===== config.mk =====
export PLATFORM = sky130hd
export DESIGN_NAME = bram_stream_reader
export DESIGN_NICKNAME = d
export VERILOG_FILES = /design/src/rtl/bram_stream_reader.sv
export SDC_FILE = /design/constraint.sdc
export NUM_CORES = 1
export LEC_CHECK = 0
export CORE_ASPECT_RATIO = 0.8
export CORE_MARGIN = 2
export CORE_UTILIZATION = 47
export CTS_CLUSTER_SIZE = 25
export DETAILED_ROUTE_END_ITERATION = 7
export PLACE_DENSITY = 0.75
export SYNTH_ARGS = -nofsm -noshare
export SYNTH_HDL_FRONTEND = slang
export SYNTH_SLANG_ARGS = --single-unit

===== constraint.sdc =====
create_clock -name clk -period 2.5 [get_ports clk]
set_clock_uncertainty 0.2 [all_clocks]
set_input_delay 0.375 -clock clk [delete_from_list [all_inputs] [get_ports clk]]
set_output_delay 0.375 -clock clk [all_outputs]
set_load 0.01 [all_outputs]

===== src/rtl/bram_stream_reader.sv =====
// Streams a burst of words out of a registered-read BRAM port onto a valid/ready stream.
// Optional macro BRAM_READER_STRIDE_EN adds a per-burst address stride input.
module bram_stream_reader #(
   parameter int DATA_WIDTH = 32,
   parameter int ADDR_WIDTH = 10
) (
   input  logic                  clk,
   input  logic                  rst,
   input  logic                  start,
   input  logic [ADDR_WIDTH-1:0] base_addr,
   input  logic [ADDR_WIDTH:0]   length,
`ifdef BRAM_READER_STRIDE_EN
   input  logic [ADDR_WIDTH-1:0] stride,
`endif
   output logic                  busy,
   output logic                  done,
   output logic [ADDR_WIDTH-1:0] bram_addr,
   output logic                  bram_we,
   input  logic [DATA_WIDTH-1:0] bram_dout,
   output logic [DATA_WIDTH-1:0] out_data,
   output logic                  out_valid,
   input  logic                  out_ready,
   output logic                  out_last
);

   typedef enum logic [1:0] {IDLE, RUN, DRAIN, FIN} state_t;

   localparam logic [ADDR_WIDTH:0] LEN_ONE = (ADDR_WIDTH+1)'(1);

   state_t                  state;
   logic [ADDR_WIDTH:0]     rem;
   logic [ADDR_WIDTH-1:0]   next_addr;
   logic [ADDR_WIDTH-1:0]   step;
   logic [ADDR_WIDTH-1:0]   step_in;
   logic                    vld_p0, last_p0;
   logic                    vld_p1, last_p1;
   logic [DATA_WIDTH-1:0]   fifo_data [2];
   logic                    fifo_last [2];
   logic                    wr_ptr, rd_ptr;
   logic [1:0]              fifo_cnt;
   logic [2:0]              used;
   logic [2:0]              limit;
   logic                    pop, issue, out_free;
   logic                    load_from_fifo, load_from_bram, push_fifo;

`ifdef BRAM_READER_STRIDE_EN
   assign step_in = stride;
`else
   assign step_in = ADDR_WIDTH'(1);
`endif

   assign bram_we = 1'b0;

   // Credits cover the output register plus the two FIFO slots; a word leaving
   // the output register frees one slot for a read issued in the same cycle.
   always_comb begin
      pop            = out_valid & out_ready;
      used           = {1'b0, fifo_cnt} + {2'b00, vld_p0} + {2'b00, vld_p1};
      limit          = pop ? 3'd3 : 3'd2;
      issue          = (state == RUN) && (used < limit);
      out_free       = !out_valid || pop;
      load_from_fifo = out_free && (fifo_cnt != 2'd0);
      load_from_bram = out_free && (fifo_cnt == 2'd0) && vld_p1;
      push_fifo      = vld_p1 && !load_from_bram;
   end

   // FIFO storage carries no reset; fifo_cnt alone decides what is valid.
   always_ff @(posedge clk) begin
      if (push_fifo) begin
         fifo_data[wr_ptr] <= bram_dout;
         fifo_last[wr_ptr] <= last_p1;
      end
   end

   always_ff @(posedge clk or posedge rst) begin
      if (rst) begin
         state     <= IDLE;
         busy      <= 1'b0;
         done      <= 1'b0;
         rem       <= '0;
         next_addr <= '0;
         step      <= '0;
         bram_addr <= '0;
         vld_p0    <= 1'b0;
         last_p0   <= 1'b0;
         vld_p1    <= 1'b0;
         last_p1   <= 1'b0;
         wr_ptr    <= 1'b0;
         rd_ptr    <= 1'b0;
         fifo_cnt  <= 2'd0;
         out_valid <= 1'b0;
         out_last  <= 1'b0;
         out_data  <= '0;
      end else begin
         done <= 1'b0;

         // p0: address on the BRAM port; p1: its data on bram_dout
         vld_p0  <= issue;
         last_p0 <= issue && (rem == LEN_ONE);
         vld_p1  <= vld_p0;
         last_p1 <= last_p0;

         if (issue) begin
            bram_addr <= next_addr;
            next_addr <= next_addr + step;
            rem       <= rem - LEN_ONE;
         end

         if (push_fifo)      wr_ptr <= ~wr_ptr;
         if (load_from_fifo) rd_ptr <= ~rd_ptr;
         case ({push_fifo, load_from_fifo})
            2'b10:   fifo_cnt <= fifo_cnt + 2'd1;
            2'b01:   fifo_cnt <= fifo_cnt - 2'd1;
            default: fifo_cnt <= fifo_cnt;
         endcase

         if (load_from_fifo) begin
            out_data  <= fifo_data[rd_ptr];
            out_last  <= fifo_last[rd_ptr];
            out_valid <= 1'b1;
         end else if (load_from_bram) begin
            out_data  <= bram_dout;
            out_last  <= last_p1;
            out_valid <= 1'b1;
         end else if (pop) begin
            out_valid <= 1'b0;
            out_last  <= 1'b0;
         end

         case (state)
            IDLE: begin
               if (start) begin
                  next_addr <= base_addr;
                  step      <= step_in;
                  rem       <= length;
                  busy      <= 1'b1;
                  if (length == '0) begin
                     state <= FIN;
                     done  <= 1'b1;
                  end else begin
                     state <= RUN;
                  end
               end
            end
            RUN: begin
               if (issue && (rem == LEN_ONE)) state <= DRAIN;
            end
            DRAIN: begin
               if (pop && out_last) begin
                  state <= FIN;
                  done  <= 1'b1;
               end
            end
            FIN: begin
               state <= IDLE;
               busy  <= 1'b0;
            end
            default: state <= IDLE;
         endcase
      end
   end

endmodule


After elaboration in Yosys (flattened, before gate mapping)

Memories as Yosys holds them, arrays and structs flattened.
Cells that the tools add are included.

Register bits after elaboration: 78
Output and inout bits: 47
Memory bits (writable): 66
Latch bits: 0
Memories kept: 2
Memory bits (read-only): 0

Shifts and indexed selects: 0
Multiply operators: 0
Divide/modulo/power cells: 0
$add $sub $neg: 6
Reductions and logical operators: 21
Muxes and demuxes: 28
Order comparisons: 1
Bitwise gates (word level): 3
Eq/ne operators: 9

Memory list:

| name      | words | bits a word | rd ports | clocked after Yosys merged registers in | wr ports | RTL line | source |
|---|---|---|---|---|---|---|---|
| fifo_data | 2     | 32          | 1        | 0                                       | 1        | 37       | `logic [DATA_WIDTH-1:0] fifo_data [2];` |
| fifo_last | 2     | 1           | 1        | 0                                       | 1        | 38       | `logic fifo_last [2];` |

Operators with widths:

| kind                    | count |
|---|---|
| $mux W32                | 2 |
| $mux W11                | 3 |
| $mux W10                | 3 |
| $mux W1                 | 12 |
| $eq A11 B1 Y1 const B   | 1 |
| $logic_not A11 Y1       | 1 |
| $sub A11 B1 Y11 const B | 1 |
| $add A10 B1 Y10         | 1 |
| $mux W2                 | 4 |
| $pmux W2 S4             | 1 |
| $reduce_bool A2 Y1      | 4 |
| $logic_and A1 B1 Y1     | 7 |
| $eq A2 B2 Y1 const B    | 3 |
| $eq A2 B1 Y1 const B    | 2 |
| $logic_not A2 Y1        | 2 |
| $ne A2 B2 Y1 const B    | 2 |
| $pmux W1 S2             | 2 |
| $pmux W2 S2             | 1 |
| $reduce_and A2 Y1       | 2 |
| $add A2 B1 Y3           | 1 |
| $add A3 B1 Y3           | 1 |
| $lt A3 B2 Y1            | 1 |
| $reduce_and A3 Y1       | 1 |
| $reduce_bool A3 Y1      | 1 |
| 7 further kinds         | 9 |

Logic depth before layout (Yosys ltp)

Gate-level depths: netlist of run 1.

Word-level depth: 8
Depth in mapped cells: 11

Least setup slack after synthesis of run 1

Ideal clock, no wire load.

Path kind: register -> register
Start: register out_valid
End: memory fifo_data[0][0], enable pin
Stages on the path, launching flop included: 5
Required time: 1877 ps
Arrival time: 2149 ps
Clock period less this slack: 2772 ps
Library setup time: 423 ps
Setup slack: -272 ps
Cell sequence: dfrtp_1 > nand2b_1 > nand2_1 > nand2_1 > nor2_1

Longest elaborated chain between the ends: 8
Elaborated cells between the ends (all ways): 9

RTL lines:

| element                                           | RTL line | source |
|---|---|---|
| start: declaration                                | 21       | `output logic out_valid,` |
| start signal: assignment                          | 91       | `out_valid <= 1'b0;` |
| start signal: assignment                          | 120      | `out_valid <= 1'b1;` |
| start signal: assignment                          | 124      | `out_valid <= 1'b1;` |
| $and A1 B1 Y1 or $logic_not A1 Y1 (tied branches) | 57, 61   |  |
| $logic_or A1 B1 Y1 *                              | 61       | `out_free = !out_valid \|\| pop;` |
| $logic_and A1 B1 Y1 * (2 in a row)                | 63       | `load_from_bram = out_free && (fifo_cnt == 2'd0) && vld_p1;` |
| $logic_not A1 Y1 *                                | 64       | `push_fifo = vld_p1 && !load_from_bram;` |
| $logic_and A1 B1 Y1 *                             | 64       |  |
| $mux W1 *                                         | 69       | `if (push_fifo) begin` |
| $mux W1 (implied by the code) *                   | 70       | `fifo_data[wr_ptr] <= bram_dout;` |
| end: declaration                                  | 37       |  |

Every way passes the cells marked *; elsewhere a longest branch is shown, timed or not.

Worst setup path after layout of run 1

Start: register vld_p0
End: register next_addr[6]

Longest elaborated chain between the ends: 7

RTL lines:

| element                  | RTL line | source |
|---|---|---|
| start: declaration       | 35       | `logic vld_p0, last_p0;` |
| start signal: assignment | 98       | `vld_p0 <= issue;` |
| $add A2 B1 Y3 *          | 58       | `used = {1'b0, fifo_cnt} + {2'b00, vld_p0} + {2'b00, vld_p1};` |
| $add A3 B1 Y3 *          | 58       |  |
| $lt A3 B2 Y1 *           | 60       | `issue = (state == RUN) && (used < limit);` |
| $logic_and A1 B1 Y1 *    | 60       |  |
| $mux W10 *               | 103      | `if (issue) begin` |
| $mux W10                 | 132      | `if (start) begin` |
| $mux W10 *               | 130      | `case (state)` |
| end signal: assignment   | 105      | `next_addr <= next_addr + step;` |
| end signal: assignment   | 133      | `next_addr <= base_addr;` |
| end: declaration         | 32       | `logic [ADDR_WIDTH-1:0] next_addr;` |

Marked as above.
A chain may end at the register's enable or synchronous reset.

==> results of run 1 <==
-- final timing paths --
| kind | start | to | slack (ns) | cells past startpoint |
|---|---|---|---|---|
| min | rst | bram_addr[5] | 0.12 | 2 |
| max reg2reg | vld_p0 | next_addr[6] | 0.03 | 7 |
| min in group clk | last_p0 | last_p1 | 0.16 | 0 |
| max in group asynchronous | rst | out_data[28] | 1.46 | 3 |
| min reg2reg | last_p0 | last_p1 | 0.16 | 0 |
| max | vld_p0 | next_addr[6] | 0.03 | 7 |
-- metrics by stage --
step	std cells	instance area [um2]
6_report	794	8350
3_5_place_dp	762	7720
3_3_place_gp	762	7720
2_1_floorplan	483	6290
4_1_cts	794	8320
5_1_grt	794	8350
-- layer usage --
layer	vias up	part of all wire (%)	wire, um	global-route usage, %
li1	1997	-	-	-
met1	2029	47	6280	26.9
met2	123	47	6300	30.6
met3	10	4.7	619	4.71
met4	0	0.72	95	6.00
met5	-	0	0	0
-- registers in the layout, indices dropped and copies added, names as in the netlist, 2 cells and up --
signal and cells:
bram_addr 10, fifo_cnt 2, fifo_data 64, fifo_last 2, next_addr 10, out_data 32, rem 11, state 2
-- cell usage in the layout, fill, tap and decap left out, drive strengths merged, types with 6 or more instances in the layout --
| master | synthesis | routed |
|---|---|---|
| a211oi | 6 | 6 |
| inv | 15 | 23 |
| nor2 | 10 | 10 |
| mux2 | 44 | 44 |
| a2111oi | 6 | 6 |
| clkbuf | 15 | 17 |
| nand3 | 10 | 10 |
| edfxtp | 66 | 66 |
| clkdlybuf4s50 | 0 | 102 |
| ha | 10 | 10 |
| mux2i | 39 | 39 |
| dfrtp | 78 | 78 |
| nand2 | 57 | 57 |
| o21ai | 51 | 51 |
| xnor2 | 14 | 14 |
| buf | 9 | 26 |
-- power by group through the flow --
stage	clock network (mW)	registers (mW)	logic, mW
after floorplan	0	3.89	2.30
after global placement	0	3.78	3.96
after detailed placement	0	3.83	4.07
after CTS	2.59	3.80	4.10
after global routing	2.70	3.89	4.54
final	2.56	3.80	4.14
-- logic make-up after synthesis --
kind of cell	after synthesis	share of synthesized area, %
other	1	0.0597
DFF	144	62.6
xor gates and xnor gates	16	2.23
adders and majority gates	11	2.31
and+or+nand+nor	109	8.19
AOI/OAI and AO/OA	79	7.89
muxes	83	14.1
buffers and inverters	40	2.59
-- what timing repair did --
item                                    in CTS  in global routing
resized for setup                            0                  8
endpoints found under the setup margin       0                 22
endpoints found under the hold margin        0                  0
-- layout make-up --
cell class	count	area, um2
Clock buffer	17	425
Clock inverter	15	171
Fill cell	969	4610
Inverter	16	63.8
Multi-Input combinational cell	299	2230
Sequential cell	144	3930
Tap cell	175	219
Timing Repair Buffer	128	1310
==> results_dict.tcl, run 1 <==
set metrics [dict create \
    status "finished, final reports clean" \
    crit_family "compound AO/OA/AOI/OAI gates" \
    vias 4159 \
    antenna_found_initial 0 \
    hold_violations 0 \
    hold_ws_ns 0.121 \
    crit_fanout 12 \
    cts_hold_repair.buffers 0 \
    diodes 0 \
    drv_slew 0 \
    synth_area_um2 6280 \
    die_w_um 133 \
    syn_to_final_growth_pct 33.0 \
    vias_per_cell 5.24 \
    synthCells 483 \
    fmax_ghz 0.405 \
    timing.final.crit_share_pct 98.9 \
    clk_pin_slew_ns 0.06 \
    total_power_mw 10.5 \
    drt_iter0_drc 298 \
    syn_avg_cell_area_um2 13.0 \
    start_util_pct 48.5 \
    postCtsSetupBuffers 0 \
    leakagePower_nw 3.27 \
    root_buffer "clkbuf_16" \
    drive_gt1_share_pct 18.6 \
    hp-class "input port to async pin" \
    dieArea_um2 14300 \
    firstDrtPassIters 4 \
    required_ns 2.60 \
    slowest_delay_ns 0.60 \
    grt_max_degree 65 \
    critPathKind "flop to flop" \
    drt_wl_total_mm 13.3 \
    seq_power_share_pct 36.2 \
    cp_cell_sequence "inv_1 > fa_1 > nand3_4 > buf_12 > a2111oi_0 > xnor2_1 > o21ai_0" \
    boundaryPins 104 \
    die_y_um 107 \
    syn_nets 551 \
    dp_hpwl_mm 9.08 \
    cts_buffers 17 \
    portBuffers 102 \
    arrival_ns 2.57 \
    place_ws_ns 0.0307 \
    drc 0 \
    synth_top_area_share_pct 31.6 \
    ys_seq_elements 144 \
    power-per-cell-area_nw_per_um2 1260 \
    synth_common_cells "78 x dfrtp_1, 66 x edfxtp_1, 57 x nand2_1" \
    p_sw_share_pct 33.7 \
    ys_seq_area_share_pct 62.6 \
    setup_viol 0 \
    final_net_count 674 \
    clock-sinks 144 \
    worst_slew_pin_slew_ns 0.603 \
    ys.warnings.count 0 \
    clk_latency_ns 0.41 \
    synth-edff-count 66 \
    clk_path_buf_depth 2 \
    worstSetupEndpointType "flop" \
    clkPwrFrac_pct 24.4 \
    crit_buf_inv 2 \
    async_flop_share_pct 54.2 \
    synth_area_leaders "edfxtp_1 32%, dfrtp_1 31%, mux2_2 7.9%" \
    wire_per_inst_um 16.7 \
    htree_levels 4 \
    finalCoreUtilization_pct 64.4 \
    ys.flop_type "dfrtp_1" \
    intPower_mw 6.96 \
    yosysUniqueCellTypes 50 \
    layout_setup_ws_ns 0.0279 \
    crit_slowest_cell "fa_1" \
    drv_cap 0 \
    row_count 37 \
    track_usage_pct 19.4 \
    globalRouteOverflowTotal 0 \
    synth_most_common_cell "dfrtp_1" \
    grt_pass1_vias 4173 \
    min_period_ns 2.47 \
    yosys.area.top_type "edfxtp_1" \
    detail-route-antenna-nets 0 \
    vdd_ir_drop_max_v 0.000590 \
    max_slew_margin_pct 58.7 \
    core_area_um2 13000 \
    p_switching_mw 3.54 \
    cts_tree "yes" \
    tns_ns 0 \
    cp-start-kind "flop" \
    gp_congestion 0.838 \
    pwr-share-comb_pct 39.4 \
    grt_pass1_wl_mm 21.5 \
]
Power figures use the tool's default switching activity.
==> inputs of run 2 (changes only) <==
- CTS_BUF_LIST: default -> sky130_fd_sc_hd__clkbuf_16
- SKIP_LAST_GASP: default -> 1
- clock period: 2.5 -> 2.1 ns (I/O delays scaled with it)
==> run 2 against run 1 <==
The run now ends with setup timing left. Sequential share of layout area fell by 2.9 points. Via count rose by 6.4%. Wire length rose by 11%. Clock power rose by 25%. Sequential power rose by 20%. Register-to-register slack got worse by 0.26 ns. Flip-flop and latch count did not move. Die area did not move. Combinational power rose by 50%. Critical path depth rose by 1. First-iteration DRC count fell by 13%. Non-clock buffer count rose by 26.
==> results_dict.tcl, run 2 (synthesis results as in run 1) <==
set metrics [dict create \
    gp_congestion 0.808 \
    drive_gt1_share_pct 25.0 \
    crit_buf_inv 3 \
    status "finished, violations left" \
    globalRouteOverflowTotal 0 \
    timing.final.crit_share_pct 111 \
    clk_latency_ns 0.41 \
    die_w_um 133 \
    leakagePower_nw 3.52 \
    dieArea_um2 14300 \
    htree_levels 4 \
    arrival_ns 2.42 \
    vias_per_cell 5.40 \
    grt_pass1_wl_mm 23.5 \
    boundaryPins 104 \
    cts_tree "yes" \
    power-per-cell-area_nw_per_um2 1570 \
    drt_wl_total_mm 14.8 \
    clk_path_buf_depth 2 \
    min-delay-start "last_p0" \
    cp-start-kind "flop" \
    row_count 37 \
    clock-sinks 144 \
    crit_fanout 5 \
    num-fill-cells 869 \
    rsz0062_at_grt "true" \
    reg_top3 "fifo_data x64, out_data x32, rem x11" \
    grt_pass1_vias 4585 \
    crit_family "adder cells" \
    multi_input_area_um2 2440 \
    wire_per_inst_um 18.1 \
    drt_iter0_drc 259 \
    drv_slew 0 \
    register_area_um2 3930 \
    regMostFlops "fifo_data" \
    final_net_count 700 \
    slowest_delay_ns 0.58 \
    finalCoreUtilization_pct 68.6 \
    place_ws_ns -0.281 \
    drv_cap 0 \
    setup_viol 34 \
    hp-class "flop to flop" \
    hold_ws_ns 0.148 \
    vdd_ir_drop_max_v 0.000841 \
    track_usage_pct 21.4 \
    critPathKind "flop to flop" \
    cp_cell_sequence "inv_2 > fa_2 > nand3_4 > buf_6 > a211oi_2 > buf_4 > a31oi_2 > a221o_1" \
    core_area_um2 13000 \
    clk_pin_slew_ns 0.06 \
    fmax_ghz 0.428 \
    layout_setup_ws_ns -0.236 \
    dp_hpwl_mm 9.48 \
    r2r_start "fifo_cnt[0]" \
    drc 0 \
    min_period_ns 2.34 \
    cts_buffers 17 \
    root_buffer "clkbuf_16" \
    layout_common_cells "102 x clkdlybuf4s50_1, 78 x dfrtp_1, 66 x edfxtp_1" \
    tns_ns -5.42 \
    violations "setup timing" \
    firstDrtPassIters 4 \
    worstSetupStartpoint "fifo_cnt[0]" \
    portBuffers 102 \
    antenna_found_initial 0 \
    required_ns 2.19 \
    cts_hold_repair.buffers 0 \
    vias 4425 \
    detail-route-antenna-nets 0 \
    hold_violations 0 \
    worstSetupEndpointType "flop" \
    crit_slowest_cell "fa_2" \
    die_y_um 107 \
    largest_register_ffs 64 \
    start_util_pct 48.5 \
    diodes 0 \
    syn_to_final_growth_pct 41.7 \
    final_common_cell "clkdlybuf4s50_1" \
    grt_max_degree 79 \
]
-- run 2: power breakdown --
group	total (mW)	internal, mW	switching, mW	leakage, nW
combinational	6.21	3.28	2.93	1.66
sequential	4.57	3.93	0.636	1.54
clock	3.21	2.01	1.20	0.313
-- run 2: metal layers --
metal / global-route usage, % / vias to the layer above / share of wire (%) / routed length [um]
met4: 7.14 / 0 / 1.2 / 176
li1: - / 2047 / - / -
met2: 34.9 / 153 / 49 / 7280
met5: 0 / - / 0 / 0
met3: 5.79 / 20 / 6.1 / 899
met1: 27.9 / 2205 / 44 / 6460
-- run 2: per-stage QoR --
stage | area [um2] | cells | power, mW
2_1_floorplan | 6350 | 483 | 7.54
3_3_place_gp | 7910 | 776 | 9.63
3_5_place_dp | 7910 | 776 | 9.85
4_1_cts | 8830 | 819 | 13.8
5_1_grt | 8900 | 820 | 14.7
6_report | 8900 | 820 | 14.0
-- run 2: area by class of cell --
| type | count | area share, % |
|---|---|---|
| multi-input combinational | 299 | 27.5 |
| timing repair buffer | 154 | 18.0 |
| clock inverter | 15 | 2.31 |
| clock buffer | 17 | 4.78 |
| sequential | 144 | 44.2 |
| tap | 175 | 2.46 |
| inverter | 16 | 0.773 |
-- run 2: worst paths after layout --
kind / slack [ns] / end / depth (start not counted)
worst max-delay path: -0.24 / next_addr[9] / 8
worst min-delay path: 0.15 / last_p1 / 0
worst max register to register: -0.24 / next_addr[9] / 8
worst min register to register: 0.15 / last_p1 / 0
max in group asynchronous: 1.17 / rem[10] / 3
min in group asynchronous: 0.20 / out_data[23] / 3
-- run 2: timing repair --
action                                  CTS  global route
gates cloned                              1             0
hold endpoints to repair                  0             0
buffers inserted                         12             1
endpoints found under the setup margin   34            34
resized for setup                        51             9
pin swaps                                24             8
